[src/rtl/melody_player.sv]
// Table-driven square-wave melody generator: plays a writable note table REPEATS times,
// then idles for PAUSE_CYC cycles, and loops for as long as en stays high.
module melody_player #(
  parameter int NOTES     = 32,
  parameter int HP_W      = 20,
  parameter int DUR_W     = 28,
  parameter int REPEATS   = 2,
  parameter int PAUSE_CYC = 1_500_000_000,
  parameter int PAUSE_W   = 32
) (
  input  logic                     clk,
  input  logic                     rst,
  input  logic                     en,
  input  logic                     wr_en,
  input  logic [$clog2(NOTES)-1:0] wr_addr,
  input  logic [HP_W-1:0]          wr_half,
  input  logic [DUR_W-1:0]         wr_dur,
  input  logic                     wr_last,
  output logic                     melody,
  output logic                     busy,
  output logic [$clog2(NOTES)-1:0] note_idx
);

  localparam int AW    = $clog2(NOTES);
  localparam int EW    = HP_W + DUR_W + 1;
  localparam int REP_W = (REPEATS > 1) ? $clog2(REPEATS) : 1;

  typedef enum logic [1:0] {IDLE = 2'd0, PLAY = 2'd1, PAUSE = 2'd2} state_t;

  state_t              state_reg, state_next;
  logic [AW-1:0]       note_idx_reg, note_idx_next;
  logic [REP_W-1:0]    rep_reg, rep_next;
  logic [HP_W-1:0]     hp_cnt_reg, hp_cnt_next;
  logic [DUR_W-1:0]    dur_cnt_reg, dur_cnt_next;
  logic [PAUSE_W-1:0]  pause_cnt_reg, pause_cnt_next;
  logic                melody_reg, melody_next;

  logic [EW-1:0]       note_mem [NOTES];
  logic [EW-1:0]       cur_reg;
  logic                fetch;
  logic [AW-1:0]       rd_addr;

  logic [HP_W-1:0]     cur_half;
  logic [DUR_W-1:0]    cur_dur;
  logic                cur_last;
  logic [DUR_W-1:0]    dur_lim;

  assign cur_half = cur_reg[HP_W-1:0];
  assign cur_dur  = cur_reg[HP_W +: DUR_W];
  assign cur_last = cur_reg[EW-1];
  assign dur_lim  = (cur_dur == '0) ? '0 : cur_dur - DUR_W'(1);

  // The playing note is a registered copy of its entry, so rewriting that entry
  // only takes effect the next time it is fetched.
  always_ff @(posedge clk) begin
    if (wr_en && !rst) begin
      note_mem[wr_addr] <= {wr_last, wr_dur, wr_half};
    end
    if (fetch) begin
      cur_reg <= note_mem[rd_addr];
    end
  end

  always_ff @(posedge clk) begin
    if (rst) begin
      state_reg     <= IDLE;
      note_idx_reg  <= '0;
      rep_reg       <= '0;
      hp_cnt_reg    <= '0;
      dur_cnt_reg   <= '0;
      pause_cnt_reg <= '0;
      melody_reg    <= 1'b0;
    end else begin
      state_reg     <= state_next;
      note_idx_reg  <= note_idx_next;
      rep_reg       <= rep_next;
      hp_cnt_reg    <= hp_cnt_next;
      dur_cnt_reg   <= dur_cnt_next;
      pause_cnt_reg <= pause_cnt_next;
      melody_reg    <= melody_next;
    end
  end

  always_comb begin
    state_next     = state_reg;
    note_idx_next  = note_idx_reg;
    rep_next       = rep_reg;
    hp_cnt_next    = hp_cnt_reg;
    dur_cnt_next   = dur_cnt_reg;
    pause_cnt_next = pause_cnt_reg;
    melody_next    = melody_reg;
    fetch          = 1'b0;
    rd_addr        = '0;
    if (!en) begin
      state_next     = IDLE;
      note_idx_next  = '0;
      rep_next       = '0;
      hp_cnt_next    = '0;
      dur_cnt_next   = '0;
      pause_cnt_next = '0;
      melody_next    = 1'b0;
    end else begin
      case (state_reg)
        IDLE: begin
          state_next     = PLAY;
          note_idx_next  = '0;
          rep_next       = '0;
          hp_cnt_next    = '0;
          dur_cnt_next   = '0;
          pause_cnt_next = '0;
          melody_next    = 1'b0;
          fetch          = 1'b1;
        end
        PLAY: begin
          if (dur_cnt_reg == dur_lim) begin
            melody_next  = 1'b0;
            hp_cnt_next  = '0;
            dur_cnt_next = '0;
            if (cur_last || note_idx_reg == AW'(NOTES - 1)) begin
              note_idx_next = '0;
              if (rep_reg != REP_W'(REPEATS - 1)) begin
                rep_next = rep_reg + REP_W'(1);
                fetch    = 1'b1;
              end else begin
                rep_next = '0;
                if (PAUSE_CYC != 0) begin
                  state_next     = PAUSE;
                  pause_cnt_next = '0;
                end else begin
                  fetch = 1'b1;
                end
              end
            end else begin
              note_idx_next = note_idx_reg + AW'(1);
              rd_addr       = note_idx_reg + AW'(1);
              fetch         = 1'b1;
            end
          end else begin
            dur_cnt_next = dur_cnt_reg + DUR_W'(1);
            if (cur_half != '0 && hp_cnt_reg == cur_half - HP_W'(1)) begin
              melody_next = ~melody_reg;
              hp_cnt_next = '0;
            end else begin
              hp_cnt_next = hp_cnt_reg + HP_W'(1);
            end
          end
        end
        PAUSE: begin
          melody_next = 1'b0;
          if (pause_cnt_reg == PAUSE_W'(PAUSE_CYC - 1)) begin
            state_next     = PLAY;
            note_idx_next  = '0;
            rep_next       = '0;
            pause_cnt_next = '0;
            fetch          = 1'b1;
          end else begin
            pause_cnt_next = pause_cnt_reg + PAUSE_W'(1);
          end
        end
        default: state_next = IDLE;
      endcase
    end
  end

  assign melody   = melody_reg;
  assign busy     = (state_reg != IDLE);
  assign note_idx = note_idx_reg;

endmodule

[config.mk]
export PLATFORM = sky130hd
export DESIGN_NAME = melody_player
export DESIGN_NICKNAME = d
export VERILOG_FILES = /design/src/rtl/melody_player.sv
export SDC_FILE = /design/constraint.sdc
export NUM_CORES = 2
export LEC_CHECK = 0
export ABC_AREA = 1
export BUFFER_PORTS_ARGS = -buffer_cell sky130_fd_sc_hd__buf_2
export CORE_MARGIN = 1
export CORE_UTILIZATION = 30
export CTS_CLUSTER_SIZE = 24
export DETAILED_ROUTE_END_ITERATION = 6
export PLACE_DENSITY = 0.42
export SLEW_MARGIN = 20
export SYNTH_ARGS = -nofsm -noshare
export SYNTH_HDL_FRONTEND = slang
export SYNTH_SLANG_ARGS = --single-unit
[constraint.sdc]
create_clock -name clk -period 18.1 [get_ports clk]
set_clock_uncertainty 0.1 [all_clocks]
set_input_delay 0.905 -clock clk [delete_from_list [all_inputs] [get_ports clk]]
set_output_delay 0.905 -clock clk [all_outputs]
set_load 0.01 [all_outputs]
==> metrics.cfg <==
[status]
outcome=finished, final reports clean

[sta]
hold_violations=0
post-route-min-period_ns=8.22
max_slew_margin=0.216
timing.setup.tns_ns=0
fmax_ghz=0.122
worst_slew_pin_slew_ns=1.17
finalCritPeriodShare=0.454
setup_violations=0
slew_viol_final=0
hold-worst-slack_ns=0.375
rsz0062_at_grt=no

[detailed_routing]
routed_wl_um=254000
vias=52527
wl_per_cell_um=24.8
via_per_inst=5.13
drc=0
firstDrtPassIters=5
ant_nets=0
first_iter_violations=4850

[synth]
synth_area_sq_um=73700
avgSynthCellArea_sq_um=10.6
synth_edf_count=1617
async_flop_share=0
synth.area.top_cells=edfxtp_1 66%, nand3_1 13%, nand2_1 11%
synth_commonest_cells=2,168 x nand2_1, 1,882 x nand3_1, 1,617 x edfxtp_1
ys_ff_latch=1706
synth.distinct_cells=42
synth.most_common_cell=nand2_1
synth_nets=6997
synth-main-ff-cell=edfxtp_1
synthCells=6932
yosysTopAreaCellShare=0.659
ys.warnings.count=0
ys_seq_area_frac=0.683
synth_largest_area_cell=edfxtp_1

[final_layout]
largest_reg_flops=1568
multiInputGateArea_sq_um=21000
nets=6924
area_growth_pct=13.2
seq_area_sq_um=50300
nFillCells=24438
final_cell_area_sq_um=83400
drive_gt1_frac=0.0729

[global_route]
grt_pass1_wl_um=367000
grt_max_degree=144
grt-ovfl-total=0
globalRouteMet3Util=0.0294
antenna_found_initial=23
grt_pass1_vias=50151
grt_usage=0.201
met1_usage=0.287
gr-usage-met2=0.321
busiest_layer=met2

[cts]
cts_resized=0
ctsHtreeMaxLevel=4
path_clk_slew_ns=0.06
clk_latency_ns=0.88
root_buffer=clkbuf_16
cts_tree=yes
cts.sinks=1706
cts_buffer_depth=3
cts_inserted_buffers=196
ctsHoldBuffers=0
cts_post_setup_buffers_inserted=0

[floorplan]
die_area_sq_um=247000
rows=181
pin_count=65
core_area_sq_um=244000
die_h_um=497
die_w_um=497
initial_core_util=0.302

[placement]
port_buffers=64
place.gp.congestion=0.818
hpwl_um=127000
dpl_cell_area_sq_um=77300

[critical_path]
cp-end-kind=flop
crit_slowest_cell=buf_4
crit_fanout=143
cp_data_required_time_ns=18.64
arrival_ns=8.75
criticalPathCategory=flop to flop
max_stage_delay_ns=0.91
start_kind=flop
crit_path_frequent_cell=nand2_1

[run]
drv_cap=0

[power]
ir_drop_v=0.000102
p_per_area_nw_per_um2=100
power.leakage_uw=0.0297

[min_path]
hold_class=flop to flop

-- power breakdown --
group	switching, uW	internal (uW)	total (uW)
logic	147	28.9	176
clock network	1670	2160	3830
registers	17.8	4350	4370
total	1830	6540	8380
-- cells by family (layout without fill, tap and decap cells) --
group / after synthesis / count (layout) / share of synthesized area
AOI/OAI and AO/OA: 141 / 141 / 0.0102
xor gates and xnor gates: 60 / 60 / 0.00713
adders and majority gates: 7 / 7 / 0.00119
buffers and inverters: 604 / 699 / 0.0354
DFF: 1706 / 1706 / 0.683
other: 0 / 7 / 0
and+or+nand+nor: 4414 / 4414 / 0.263
-- through the flow --
step	worst slack, ns	instances	total power [uW]	util
6_report	9.88	10236	8380	0.342
5_1_grt	9.28	10230	8620	0.342
4_1_cts	9.95	10228	8460	0.342
3_5_place_dp	9.96	9862	4630	0.317
3_3_place_gp	9.93	9859	4630	0.317
2_1_floorplan	11.74	6932	4520	-
-- cells in the final DEF (no fill, tap or decap), drive strengths merged, types with 10 or more instances in the layout --
cell type  Yosys  routed
nor4          17      17
edfxtp      1617    1617
inv          155     164
nand2       2170    2170
nor2         217     217
nand3b        10      10
clkbuf       232     236
xnor2         13      13
nand3       1883    1883
xor2          47      47
nand4         49      49
dfxtp         89      89
o21ai         38      38
bufinv         0      11
or2           12      12
a21oi         85      85
clkinv         2     111
nor3          50      50
buf          215     176
-- metal layers --
layer / part of all wire / wire (um) / vias up
li1: - / - / 24230
met1: 0.46 / 118000 / 26566
met2: 0.46 / 117000 / 1409
met3: 0.055 / 14000 / 314
met4: 0.020 / 4960 / 8
met5: 0.00019 / 49 / -
-- final timing paths --
kind | startpoint | to | slack, ns | cells after the start
setup / recovery | cur_reg[26]$_DFFE_PP_ | cur_reg[21]$_DFFE_PP_ | 9.88 | 28
hold / removal | pause_cnt_reg[3]$_SDFFE_PP0P_ | pause_cnt_reg[3]$_SDFFE_PP0P_ | 0.38 | 1
setup reg to reg | cur_reg[26]$_DFFE_PP_ | cur_reg[21]$_DFFE_PP_ | 9.88 | 28
hold reg to reg | pause_cnt_reg[3]$_SDFFE_PP0P_ | pause_cnt_reg[3]$_SDFFE_PP0P_ | 0.38 | 1
-- critical path: cells and delay by family (launching register included) --
family	cells	cell delay (ns)
buffers and inverters	6	3.90
AND/OR/NAND/NOR	22	3.04
flip-flops	1	0.65
-- area by class of cell --
| type | count | share of cell area |
|---|---|---|
| sequential | 1706 | 0.604 |
| multi-input combinational | 4622 | 0.252 |
| clock buffer | 236 | 0.0611 |
| tap | 3202 | 0.0480 |
| timing repair buffer | 176 | 0.0160 |
| clock inverter | 130 | 0.0121 |
| inverter | 157 | 0.00708 |
| antenna | 7 | 0.000210 |
Note: power is estimated with default switching activity, not from simulation.
